==> src/rtl/apb_request_node_if.sv <==
// apb_request_node_if: local command, crossbar request/response and completion signals of one requester port
//   slave  : the request node (takes commands, drives rn_txreq/rn_valid, returns completions)
//   master : the environment (local master plus complete_node side)
interface apb_request_node_if #(
  parameter int ADDR_WIDTH     = 64,
  parameter int DATA_WIDTH     = 32,
  parameter int REQ_FLIT_WIDTH = 8 + ADDR_WIDTH + DATA_WIDTH + DATA_WIDTH/8,
  parameter int RSP_FLIT_WIDTH = 2 + DATA_WIDTH
);
  logic                      cmd_valid;
  logic                      cmd_ready;
  logic                      cmd_write;
  logic [ADDR_WIDTH-1:0]     cmd_addr;
  logic [DATA_WIDTH-1:0]     cmd_wdata;
  logic [DATA_WIDTH/8-1:0]   cmd_strb;
  logic [2:0]                cmd_prot;
  logic                      cmd_nse;
  logic                      rn_valid;
  logic                      cn_ready;
  logic [REQ_FLIT_WIDTH-1:0] rn_txreq;
  logic [RSP_FLIT_WIDTH-1:0] rn_rxrsp;
  logic                      rsp_valid;
  logic                      rsp_ready;
  logic [DATA_WIDTH-1:0]     rsp_rdata;
  logic                      rsp_err;
  logic                      rsp_timeout;
  modport slave (
    input  cmd_valid, cmd_write, cmd_addr, cmd_wdata, cmd_strb, cmd_prot, cmd_nse,
    input  cn_ready, rn_rxrsp, rsp_ready,
    output cmd_ready, rn_valid, rn_txreq, rsp_valid, rsp_rdata, rsp_err, rsp_timeout
  );
  modport master (
    output cmd_valid, cmd_write, cmd_addr, cmd_wdata, cmd_strb, cmd_prot, cmd_nse,
    output cn_ready, rn_rxrsp, rsp_ready,
    input  cmd_ready, rn_valid, rn_txreq, rsp_valid, rsp_rdata, rsp_err, rsp_timeout
  );
endinterface

==> src/rtl/apb_request_node.sv <==
// apb_request_node: packs one local command into a request flit, waits for its response or a timeout, returns the completion
//   pclk, preset : clock, asynchronous active-high reset
//   bus (slave)  : cmd_* command handshake, rn_valid/cn_ready/rn_txreq request flit, rn_rxrsp response flit, rsp_* completion
module apb_request_node #(
  parameter int         ADDR_WIDTH     = 64,
  parameter int         DATA_WIDTH     = 32,
  parameter int         REQ_FLIT_WIDTH = 8 + ADDR_WIDTH + DATA_WIDTH + DATA_WIDTH/8,
  parameter int         RSP_FLIT_WIDTH = 2 + DATA_WIDTH,
  parameter logic [1:0] NODE_ID        = 2'd0,
  parameter int         TIMEOUT_CYCLES = 256
) (
  input logic pclk,
  input logic preset,
  apb_request_node_if.slave bus
);
  localparam int          STRB_WIDTH = DATA_WIDTH/8;
  localparam logic [15:0] T_LAST     = 16'(TIMEOUT_CYCLES - 1);
  typedef enum logic [1:0] {IDLE, REQ, WAIT_RSP, DONE} state_t;
  state_t                    state;
  logic [15:0]               timer;
  logic                      is_write;
  logic [7:0]                hdr;
  logic [REQ_FLIT_WIDTH-1:0] flit;
  logic                      rsp_vld;
  logic                      slverr;
  logic [DATA_WIDTH-1:0]     rdata;
  logic                      timed_out;
  assign rsp_vld   = bus.rn_rxrsp[DATA_WIDTH+1];
  assign slverr    = bus.rn_rxrsp[DATA_WIDTH];
  assign rdata     = bus.rn_rxrsp[DATA_WIDTH-1:0];
  assign timed_out = (TIMEOUT_CYCLES != 0) && (timer == T_LAST);
  always_comb begin
    hdr  = {bus.cmd_write, bus.cmd_prot, bus.cmd_nse, NODE_ID, 1'b0};
    flit = bus.cmd_write ? REQ_FLIT_WIDTH'({hdr, bus.cmd_addr, bus.cmd_wdata, bus.cmd_strb})
                         : REQ_FLIT_WIDTH'({hdr, bus.cmd_addr, {(DATA_WIDTH+STRB_WIDTH){1'b0}}});
  end
  always_ff @(posedge pclk or posedge preset) begin
    if (preset) begin
      state           <= IDLE;
      timer           <= '0;
      is_write        <= 1'b0;
      bus.cmd_ready   <= 1'b1;
      bus.rn_valid    <= 1'b0;
      bus.rn_txreq    <= '0;
      bus.rsp_valid   <= 1'b0;
      bus.rsp_rdata   <= '0;
      bus.rsp_err     <= 1'b0;
      bus.rsp_timeout <= 1'b0;
    end else begin
      case (state)
        IDLE: if (bus.cmd_valid) begin
          bus.rn_txreq  <= flit;
          bus.rn_valid  <= 1'b1;
          bus.cmd_ready <= 1'b0;
          is_write      <= bus.cmd_write;
          state         <= REQ;
        end
        REQ: if (bus.cn_ready) begin
          bus.rn_valid <= 1'b0;
          bus.rn_txreq <= '0;
          timer        <= '0;
          state        <= WAIT_RSP;
        end
        // a response arriving on the timeout cycle takes priority over the timeout
        WAIT_RSP: if (rsp_vld) begin
          bus.rsp_valid   <= 1'b1;
          bus.rsp_err     <= slverr;
          bus.rsp_timeout <= 1'b0;
          bus.rsp_rdata   <= is_write ? '0 : rdata;
          state           <= DONE;
        end else if (timed_out) begin
          bus.rsp_valid   <= 1'b1;
          bus.rsp_err     <= 1'b1;
          bus.rsp_timeout <= 1'b1;
          bus.rsp_rdata   <= '0;
          state           <= DONE;
        end else begin
          timer <= (timer == 16'hFFFF) ? timer : timer + 16'd1;
        end
        DONE: if (bus.rsp_ready) begin
          bus.rsp_valid <= 1'b0;
          bus.cmd_ready <= 1'b1;
          state         <= IDLE;
        end
        default: state <= IDLE;
      endcase
    end
  end
endmodule

==> src/flat_wrapper.sv <==
// flat-port wrapper written by rule: the top's interface ports become plain ports
module apb_request_node_flat 
#(
  parameter int         ADDR_WIDTH     = 64,
  parameter int         DATA_WIDTH     = 32,
  parameter int         REQ_FLIT_WIDTH = 8 + ADDR_WIDTH + DATA_WIDTH + DATA_WIDTH/8,
  parameter int         RSP_FLIT_WIDTH = 2 + DATA_WIDTH,
  parameter logic [1:0] NODE_ID        = 2'd0,
  parameter int         TIMEOUT_CYCLES = 256
)
  (pclk, preset, bus_cmd_valid, bus_cmd_write, bus_cmd_addr, bus_cmd_wdata, bus_cmd_strb, bus_cmd_prot, bus_cmd_nse, bus_cn_ready, bus_rn_rxrsp, bus_rsp_ready, bus_cmd_ready, bus_rn_valid, bus_rn_txreq, bus_rsp_valid, bus_rsp_rdata, bus_rsp_err, bus_rsp_timeout);
  apb_request_node_if #(.ADDR_WIDTH(ADDR_WIDTH), .DATA_WIDTH(DATA_WIDTH), .REQ_FLIT_WIDTH(REQ_FLIT_WIDTH), .RSP_FLIT_WIDTH(RSP_FLIT_WIDTH)) bus_i ();
  input logic pclk;
  input logic preset;
  input wire logic [$bits(bus_i.cmd_valid)-1:0] bus_cmd_valid;
  input wire logic [$bits(bus_i.cmd_write)-1:0] bus_cmd_write;
  input wire logic [$bits(bus_i.cmd_addr)-1:0] bus_cmd_addr;
  input wire logic [$bits(bus_i.cmd_wdata)-1:0] bus_cmd_wdata;
  input wire logic [$bits(bus_i.cmd_strb)-1:0] bus_cmd_strb;
  input wire logic [$bits(bus_i.cmd_prot)-1:0] bus_cmd_prot;
  input wire logic [$bits(bus_i.cmd_nse)-1:0] bus_cmd_nse;
  input wire logic [$bits(bus_i.cn_ready)-1:0] bus_cn_ready;
  input wire logic [$bits(bus_i.rn_rxrsp)-1:0] bus_rn_rxrsp;
  input wire logic [$bits(bus_i.rsp_ready)-1:0] bus_rsp_ready;
  output wire logic [$bits(bus_i.cmd_ready)-1:0] bus_cmd_ready;
  output wire logic [$bits(bus_i.rn_valid)-1:0] bus_rn_valid;
  output wire logic [$bits(bus_i.rn_txreq)-1:0] bus_rn_txreq;
  output wire logic [$bits(bus_i.rsp_valid)-1:0] bus_rsp_valid;
  output wire logic [$bits(bus_i.rsp_rdata)-1:0] bus_rsp_rdata;
  output wire logic [$bits(bus_i.rsp_err)-1:0] bus_rsp_err;
  output wire logic [$bits(bus_i.rsp_timeout)-1:0] bus_rsp_timeout;
  assign bus_i.cmd_valid = bus_cmd_valid;
  assign bus_i.cmd_write = bus_cmd_write;
  assign bus_i.cmd_addr = bus_cmd_addr;
  assign bus_i.cmd_wdata = bus_cmd_wdata;
  assign bus_i.cmd_strb = bus_cmd_strb;
  assign bus_i.cmd_prot = bus_cmd_prot;
  assign bus_i.cmd_nse = bus_cmd_nse;
  assign bus_i.cn_ready = bus_cn_ready;
  assign bus_i.rn_rxrsp = bus_rn_rxrsp;
  assign bus_i.rsp_ready = bus_rsp_ready;
  assign bus_cmd_ready = bus_i.cmd_ready;
  assign bus_rn_valid = bus_i.rn_valid;
  assign bus_rn_txreq = bus_i.rn_txreq;
  assign bus_rsp_valid = bus_i.rsp_valid;
  assign bus_rsp_rdata = bus_i.rsp_rdata;
  assign bus_rsp_err = bus_i.rsp_err;
  assign bus_rsp_timeout = bus_i.rsp_timeout;
  apb_request_node #(.ADDR_WIDTH(ADDR_WIDTH), .DATA_WIDTH(DATA_WIDTH), .REQ_FLIT_WIDTH(REQ_FLIT_WIDTH), .RSP_FLIT_WIDTH(RSP_FLIT_WIDTH), .NODE_ID(NODE_ID), .TIMEOUT_CYCLES(TIMEOUT_CYCLES)) u_core (.pclk(pclk), .preset(preset), .bus(bus_i));
endmodule
==> config.mk <==
export PLATFORM = sky130hd
export DESIGN_NAME = apb_request_node_flat
export DESIGN_NICKNAME = d
export VERILOG_FILES = /design/src/rtl/apb_request_node_if.sv /design/src/rtl/apb_request_node.sv /design/src/flat_wrapper.sv
export SDC_FILE = /design/constraint.sdc
export NUM_CORES = 1
export LEC_CHECK = 0
export ABC_CLOCK_PERIOD_IN_PS = 4980
export CAP_MARGIN = 10
export CORE_MARGIN = 10
export CORE_UTILIZATION = 38
export DETAILED_ROUTE_END_ITERATION = 12
export PLACE_DENSITY = 0.77
export SETUP_SLACK_MARGIN = 0.15
export SLEW_MARGIN = 20
export SYNTH_ARGS = -nofsm -noshare
export SYNTH_HDL_FRONTEND = slang
export SYNTH_SLANG_ARGS = --single-unit
==> constraint.sdc <==
create_clock -name pclk -period 4.98 [get_ports pclk]
set_input_delay 0.498 -clock pclk [delete_from_list [all_inputs] [get_ports pclk]]
set_output_delay 0.498 -clock pclk [all_outputs]
set_load 0.01 [all_outputs]
==> run_results.csv, run 1 <==
group,metric,value,unit
clocking,cts_root_buf,"clkbuf_16",
timing,clock_skew,0.00996,ns
clocking,post_cts_buffers,0,
timing,tightestPinTransition,1.01,ns
detailed_routing,wl_per_cell,21.0,um
logic_synthesis,synth_top_area_share,63.1,%
detailed_routing,vias,5300,
worst_setup_path,r2r_slack,2.43,ns
logic_synthesis,avgSynthCellArea,12.7,um^2
worst_setup_path,critical_path.startpoint,"u_core.state[0]$_DFFE_PP0P_",
logic_synthesis,netlist_instances,500,
clocking,clock-sinks,161,
logic_synthesis,ys_ff_latch,161,
finish,final_common_cell,"clkdlybuf4s50_1",
logic_synthesis,ys_seq_area_share,63.5,%
worst_setup_path,cp.required,5.31,ns
finish,nets,923,
clocking,ctsHoldBuffers,0,
floorplanning,start_util,38.6,%
worst_setup_path,r2r-start,"u_core.state[0]$_DFFE_PP0P_",
placed_design,placed_area,9380,um^2
finish,fin_area,9960,um^2
clocking,clk_pin_slew,0.07,ns
grt,grt_overflow,0,
timing,setup_tns,0,ns
power,irDropWorstVdd,0.000458,V
worst_setup_path,r2r_end,"u_core.timer[6]$_DFFE_PP0P_",
worst_hold_path,min_path_type,"flip-flop to flip-flop",
worst_setup_path,path_max_fanout,28,
placed_design,dpl.hpwl,15.5,mm
floorplanning,io_pins,289,
floorplanning,fp-row-count,47,
placed_design,post-place-ws,1.79,ns
detailed_routing,drc,0,
worst_setup_path,cp-end-kind,"flip-flop",
placed_design,place_inst,974,
finish,drive_above_1_share,5.98,%
floorplanning,dieArea,22300,um^2
floorplanning,die_height,149,um
worst_setup_path,critPathKind,"flip-flop to flip-flop",
logic_synthesis,ys_top_cells_by_area,"dfrtp_1 63%, a22o_1 17%, nand2_1 2.7%",
timing,rsz0062_at_grt,"false",
grt,antenna_found_initial,0,
worst_setup_path,cp-endpoint,"u_core.timer[6]$_DFFE_PP0P_",
detailed_routing,routed_wl,21.1,mm
detailed_routing,dr.first_iter.drc_count,330,
logic_synthesis,synth_area_leader_cell,"dfrtp_1",
clocking,clockBufferDepth,2,
grt,grt_pass1_vias,5486,
finish,layout_common_cells,"285 x clkdlybuf4s50_1, 160 x dfrtp_1, 126 x a22o_1",
floorplanning,die_w,149,um
grt,track_usage,18.3,%
timing,fin_crit_sh,51.2,%
detailed_routing,viasPerCell,5.27,
timing,final_hold_viol_count,0,
timing,final_max_slew_viol_count,0,
timing,relSlewSlack,32.7,%
logic_synthesis,synthDistinctLibCells,48,
finish,nFillCells,1268,
timing,fmaxAchievable,392,MHz
outcome,outcome,"complete, no violations",
finish,antennaDiodeCount,0,
logic_synthesis,ys_warn_count,0,
power,cellPowerDensity,610,nW/um^2
worst_setup_path,cp_top_family,"compound AO/OA/AOI/OAI gates",
worst_setup_path,arrival,2.88,ns
worst_setup_path,max_stage_delay,0.76,ns
worst_setup_path,critPathLaunchType,"flip-flop",
logic_synthesis,syn-cell-area,6350,um^2
power,power.total,6.07,mW
grt,grt_max_degree,162,
clocking,cts_tree,"yes",
worst_setup_path,crit_chain,"inv_1 > ha_1 > buf_4 > mux2i_1 > a21oi_1 > nand4b_1 > o211ai_1",
clocking,cts_buffers,17,
detailed_routing,drtAntennaViolNets,0,
placed_design,port_buffers,285,
worst_setup_path,r2r_cells,7,
timing,fin_crit,2.55,ns
clocking,htreeDepth,4,
worst_setup_path,cp_num_buf_inv,2,
detailed_routing,dr.pass1.iters,6,
timing,whs,0.478,ns
power,leakage,4.35,nW
floorplanning,coreArea,16500,um^2
timing,worst_slack,2.43,ns
worst_setup_path,critical-path-slowest-cell,"a21oi_1",
clocking,insertion_delay,0.43,ns
timing,setup_viol,0,
finish,area_delta_synth_final,56.8,%
job,cap_violations,0,
placed_design,place_congestion,0.838,
finish,final_util,60.5,%
clocking,post_cts_resized,0,
grt,grt_pass1_wl,31.9,mm
worst_setup_path,critical_path_depth,7,
finish,instances_no_fill,1006,
==> metal layers <==
layer / GRT usage, % / share of wire [%]
met5: 0 / 0
met3: 6.43 / 7.6
met2: 31.6 / 52
met4: 5.99 / 2.3
met1: 20.7 / 38
==> cell families after synthesis <==
family,synth area share (%)
flip-flops,63.5
AND/OR/NAND/NOR,8.65
AO/OA/AOI/OAI,22.6
other,0.0591
adder cells (fa/ha/maj),1.18
buffers and inverters,3.21
multiplexers,0.828
==> cells in the mapped netlist (all sizes together) <==
library cell  instances
a2111oi               1
a211o                 1
a21o                  4
a21oi                12
a22o                126
a22oi                 1
a2bb2oi               2
and2                  3
and3                  5
and4                  1
and4b                 1
buf                  13
clkbuf               25
conb                  1
dfrtp               160
dfstp                 1
ha                    6
inv                   7
mux2                  2
mux2i                 3
nand2                45
nand3                13
nand4                 6
nand4b                5
nor2                  9
nor2b                 3
nor3                  4
nor3b                 1
nor4                  5
o211ai                5
o21ai                19
o311ai                2
o31ai                 3
o32a                  1
or2                   1
or3                   1
or4                   2
==> layout make-up <==
cell class / instances / area (um^2) / area share (%)
Timing Repair Buffer: 290 / 2910 / 29.2
Clock inverter: 14 / 144 / 1.45
Tap cell: 220 / 275 / 2.76
Sequential cell: 161 / 4030 / 40.5
Clock buffer: 18 / 429 / 4.31
Multi-Input combinational cell: 296 / 2140 / 21.5
Inverter: 7 / 30.0 / 0.302
==> worst min path at each step <==
stage                                                from                              end  slack [ns]  depth (start not counted)
after floorplan               u_core.is_write$_DFFE_PP0P_      u_core.is_write$_DFFE_PP0P_        0.48                          1
after global placement    u_core.bus.rn_valid$_DFFE_PP0P_  u_core.bus.rn_valid$_DFFE_PP0P_        0.46                          1
after detailed placement  u_core.bus.rn_valid$_DFFE_PP0P_  u_core.bus.rn_valid$_DFFE_PP0P_        0.46                          1
after CTS                 u_core.bus.rn_valid$_DFFE_PP0P_  u_core.bus.rn_valid$_DFFE_PP0P_        0.48                          1
after global routing      u_core.bus.rn_valid$_DFFE_PP0P_  u_core.bus.rn_valid$_DFFE_PP0P_        0.50                          1
final                     u_core.bus.rn_valid$_DFFE_PP0P_  u_core.bus.rn_valid$_DFFE_PP0P_        0.48                          1
==> flip-flops by register name, summed over array words and instances, names as in the netlist <==
register / flops
u_core.timer: 16
u_core.bus.rsp_valid: 1
u_core.bus.rn_valid: 1
u_core.is_write: 1
u_core.bus.rsp_rdata: 32
u_core.state: 2
u_core.bus.rsp_timeout: 1
u_core.bus.cmd_ready: 1
u_core.bus.rsp_err: 1
u_core.bus.rn_txreq: 105
==> power breakdown <==
group	total, mW	leakage, nW	internal (mW)	switching, mW
Sequential	2.17	2.16	1.84	0.336
Clock	1.27	0.281	0.705	0.562
Combinational	2.63	1.91	1.39	1.24
Total	6.07	4.35	3.93	2.14
Note: power is estimated with default switching activity, not from simulation.
==> inputs of run 2 (changes only) <==
Settings changed: ABC_CLOCK_PERIOD_IN_PS 4980 to 2450, CORE_UTILIZATION 38 to 42, PLACE_DENSITY 0.77 to 0.81.
Clock period 4.98 ns to 2.45 ns, I/O delays scaled along.
==> run 2 against run 1 <==
Net effect:
- critical path depth down 1
- cell area up 1.6%
- clock power up 120%
- sequential share of layout area down 0.62 points
- sequential cell count unchanged
- hold slack worse by 0.18 ns
- sequential power up 110%
- critical path type unchanged
- critical endpoint is now u_core.state[1]$_DFFE_PP0P_
- largest power group unchanged
==> run_results.csv, run 2 (same netlist as run 1, synthesis figures left out) <==
group,metric,value,unit
worst_setup_path,critPathKind,"flip-flop to flip-flop",
timing,relSlewSlack,51.2,%
worst_setup_path,cp_num_buf_inv,1,
clocking,cts_tree,"yes",
clocking,clk_pin_slew,0.06,ns
grt,grt_pass1_vias,5562,
detailed_routing,viasPerCell,5.46,
timing,tightestPinTransition,0.732,ns
timing,setup_tns,0,ns
clocking,ctsHoldBuffers,0,
clocking,clockBufferDepth,2,
grt,grt_pass1_wl,32.9,mm
finish,drive_above_1_share,8.01,%
detailed_routing,routed_wl,22.1,mm
worst_setup_path,cp-end-kind,"flip-flop",
floorplanning,io_pins,289,
placed_design,post-place-ws,0.151,ns
grt,grt_overflow,0,
timing,rsz0062_at_grt,"false",
clocking,clock-sinks,161,
finish,regMostFlops,"u_core.bus.rn_txreq",
power,power.total,12.8,mW
detailed_routing,drtAntennaViolNets,0,
grt,track_usage,20.8,%
timing,final_hold_viol_count,0,
worst_setup_path,r2r_slack,0.25,ns
outcome,outcome,"complete, no violations",
finish,final_common_cell,"clkdlybuf4s50_1",
placed_design,place_congestion,0.914,
worst_setup_path,crit_chain,"or4_4 > nor4_4 > buf_4 > nor2_4 > a21oi_2 > mux2_1",
power,leakage,4.45,nW
detailed_routing,dr.first_iter.drc_count,408,
worst_setup_path,cp.required,2.76,ns
timing,fmaxAchievable,454,MHz
detailed_routing,vias,5372,
worst_hold_path,min_path_type,"primary input to async pin",
finish,largestRegisters,"u_core.bus.rn_txreq (105), u_core.bus.rsp_rdata (32), u_core.timer (16)",
floorplanning,coreArea,14700,um^2
timing,final_max_slew_viol_count,0,
power,irDropWorstVdd,0.000736,V
floorplanning,die_w,143,um
clocking,htreeDepth,4,
clocking,cts_root_buf,"clkbuf_16",
floorplanning,fp-row-count,44,
timing,clock_skew,0.00949,ns
worst_setup_path,arrival,2.51,ns
floorplanning,dieArea,20400,um^2
worst_setup_path,critPathLaunchType,"flip-flop",
detailed_routing,wl_per_cell,22.4,um
worst_setup_path,path_max_fanout,8,
finish,layout_common_cells,"285 x clkdlybuf4s50_1, 159 x dfrtp_1, 126 x a22o_1",
timing,fin_crit_sh,90.0,%
timing,setup_viol,0,
grt,grt_max_degree,92,
worst_setup_path,critical-path-slowest-cell,"or4_4",
placed_design,dpl.hpwl,16.4,mm
worst_setup_path,max_stage_delay,0.58,ns
job,cap_violations,0,
floorplanning,start_util,43.2,%
timing,fin_crit,2.20,ns
detailed_routing,dr.pass1.iters,4,
placed_design,port_buffers,285,
floorplanning,die_height,143,um
timing,worst_slack,0.245,ns
detailed_routing,drc,0,
finish,nets,936,
worst_setup_path,cp_top_family,"simple AND/OR/NAND/NOR gates",
grt,antenna_found_initial,0,
clocking,cts_buffers,17,
finish,area_delta_synth_final,59.3,%
clocking,insertion_delay,0.43,ns
power,cellPowerDensity,1270,nW/um^2
finish,largest_reg_flops,105,
==> run 2: worst paths after layout <==
check                                                    start                                    to  depth (start not counted)
max                               u_core.timer[10]$_DFFE_PP0P_           u_core.state[1]$_DFFE_PP0P_                          6
min reg2reg                u_core.bus.rsp_rdata[0]$_DFFE_PP0P_   u_core.bus.rsp_rdata[0]$_DFFE_PP0P_                          2
min                                                     preset  u_core.bus.rsp_rdata[15]$_DFFE_PP0P_                          3
min in group pclk                             bus_rn_rxrsp[30]  u_core.bus.rsp_rdata[30]$_DFFE_PP0P_                          3
max reg2reg                       u_core.timer[10]$_DFFE_PP0P_           u_core.state[1]$_DFFE_PP0P_                          6
max in group asynchronous                               preset   u_core.bus.rn_txreq[34]$_DFFE_PP0P_                          3
==> run 2: layout make-up <==
type | count | area [um^2]
fill | 1015 | 4590
sequential | 161 | 4030
timing repair buffer | 302 | 3030
multi-input combinational | 297 | 2160
clock buffer | 17 | 425
tap | 184 | 230
clock inverter | 15 | 206
inverter | 7 | 30.0
antenna | 1 | 2.50
==> run 2: where the power goes <==
| part | switching [mW] | internal, mW | leakage (nW) | total (mW) |
|---|---|---|---|---|
| Combinational | 2.56 | 2.97 | 1.99 | 5.53 |
| Clock | 1.12 | 1.72 | 0.310 | 2.84 |
| Sequential | 0.710 | 3.74 | 2.16 | 4.45 |
==> run 2: metrics by stage <==
stage          instance area [um^2]  utilization (%)  hold slack (ns)  std cells
6_report                      10100             68.8            0.301        984
5_1_grt                       10100             68.8            0.353        983
4_1_cts                       10100             68.7            0.329        982
3_5_place_dp                   9450             64.3            0.474        949
3_3_place_gp                   9450             64.3            0.462        949
2_1_floorplan                  6360                -            0.372        502
==> run 2: timing repair <==
item | CTS | global route
endpoints found under the hold margin | 0 | 0
setup endpoints to repair | 10 | 28
buffers inserted | 0 | 1
gates resized for setup | 0 | 3
cloned | 1 | 0
pin swaps | 2 | 1
==> run 2: tightest hold or removal path, stage by stage <==
cell and delay (ns):
clkdlybuf4s50_1 0.44, clkinvlp_4 0.13, buf_12 0.31
==> run 2: routing by layer <==
metal	vias to the layer above	part of all wire [%]	GRT usage, %
li1	2462	-	-
met1	2658	37	23.1
met2	212	52	35.3
met3	40	8.2	6.30
met4	0	3.5	11.1
met5	-	0	0
==> inputs of run 3 (changes only) <==
Settings changed: CTS_CLUSTER_SIZE from default to 40.
==> results of run 3 <==
The final DEF is identical to that of run 2; final timing and power are the same.
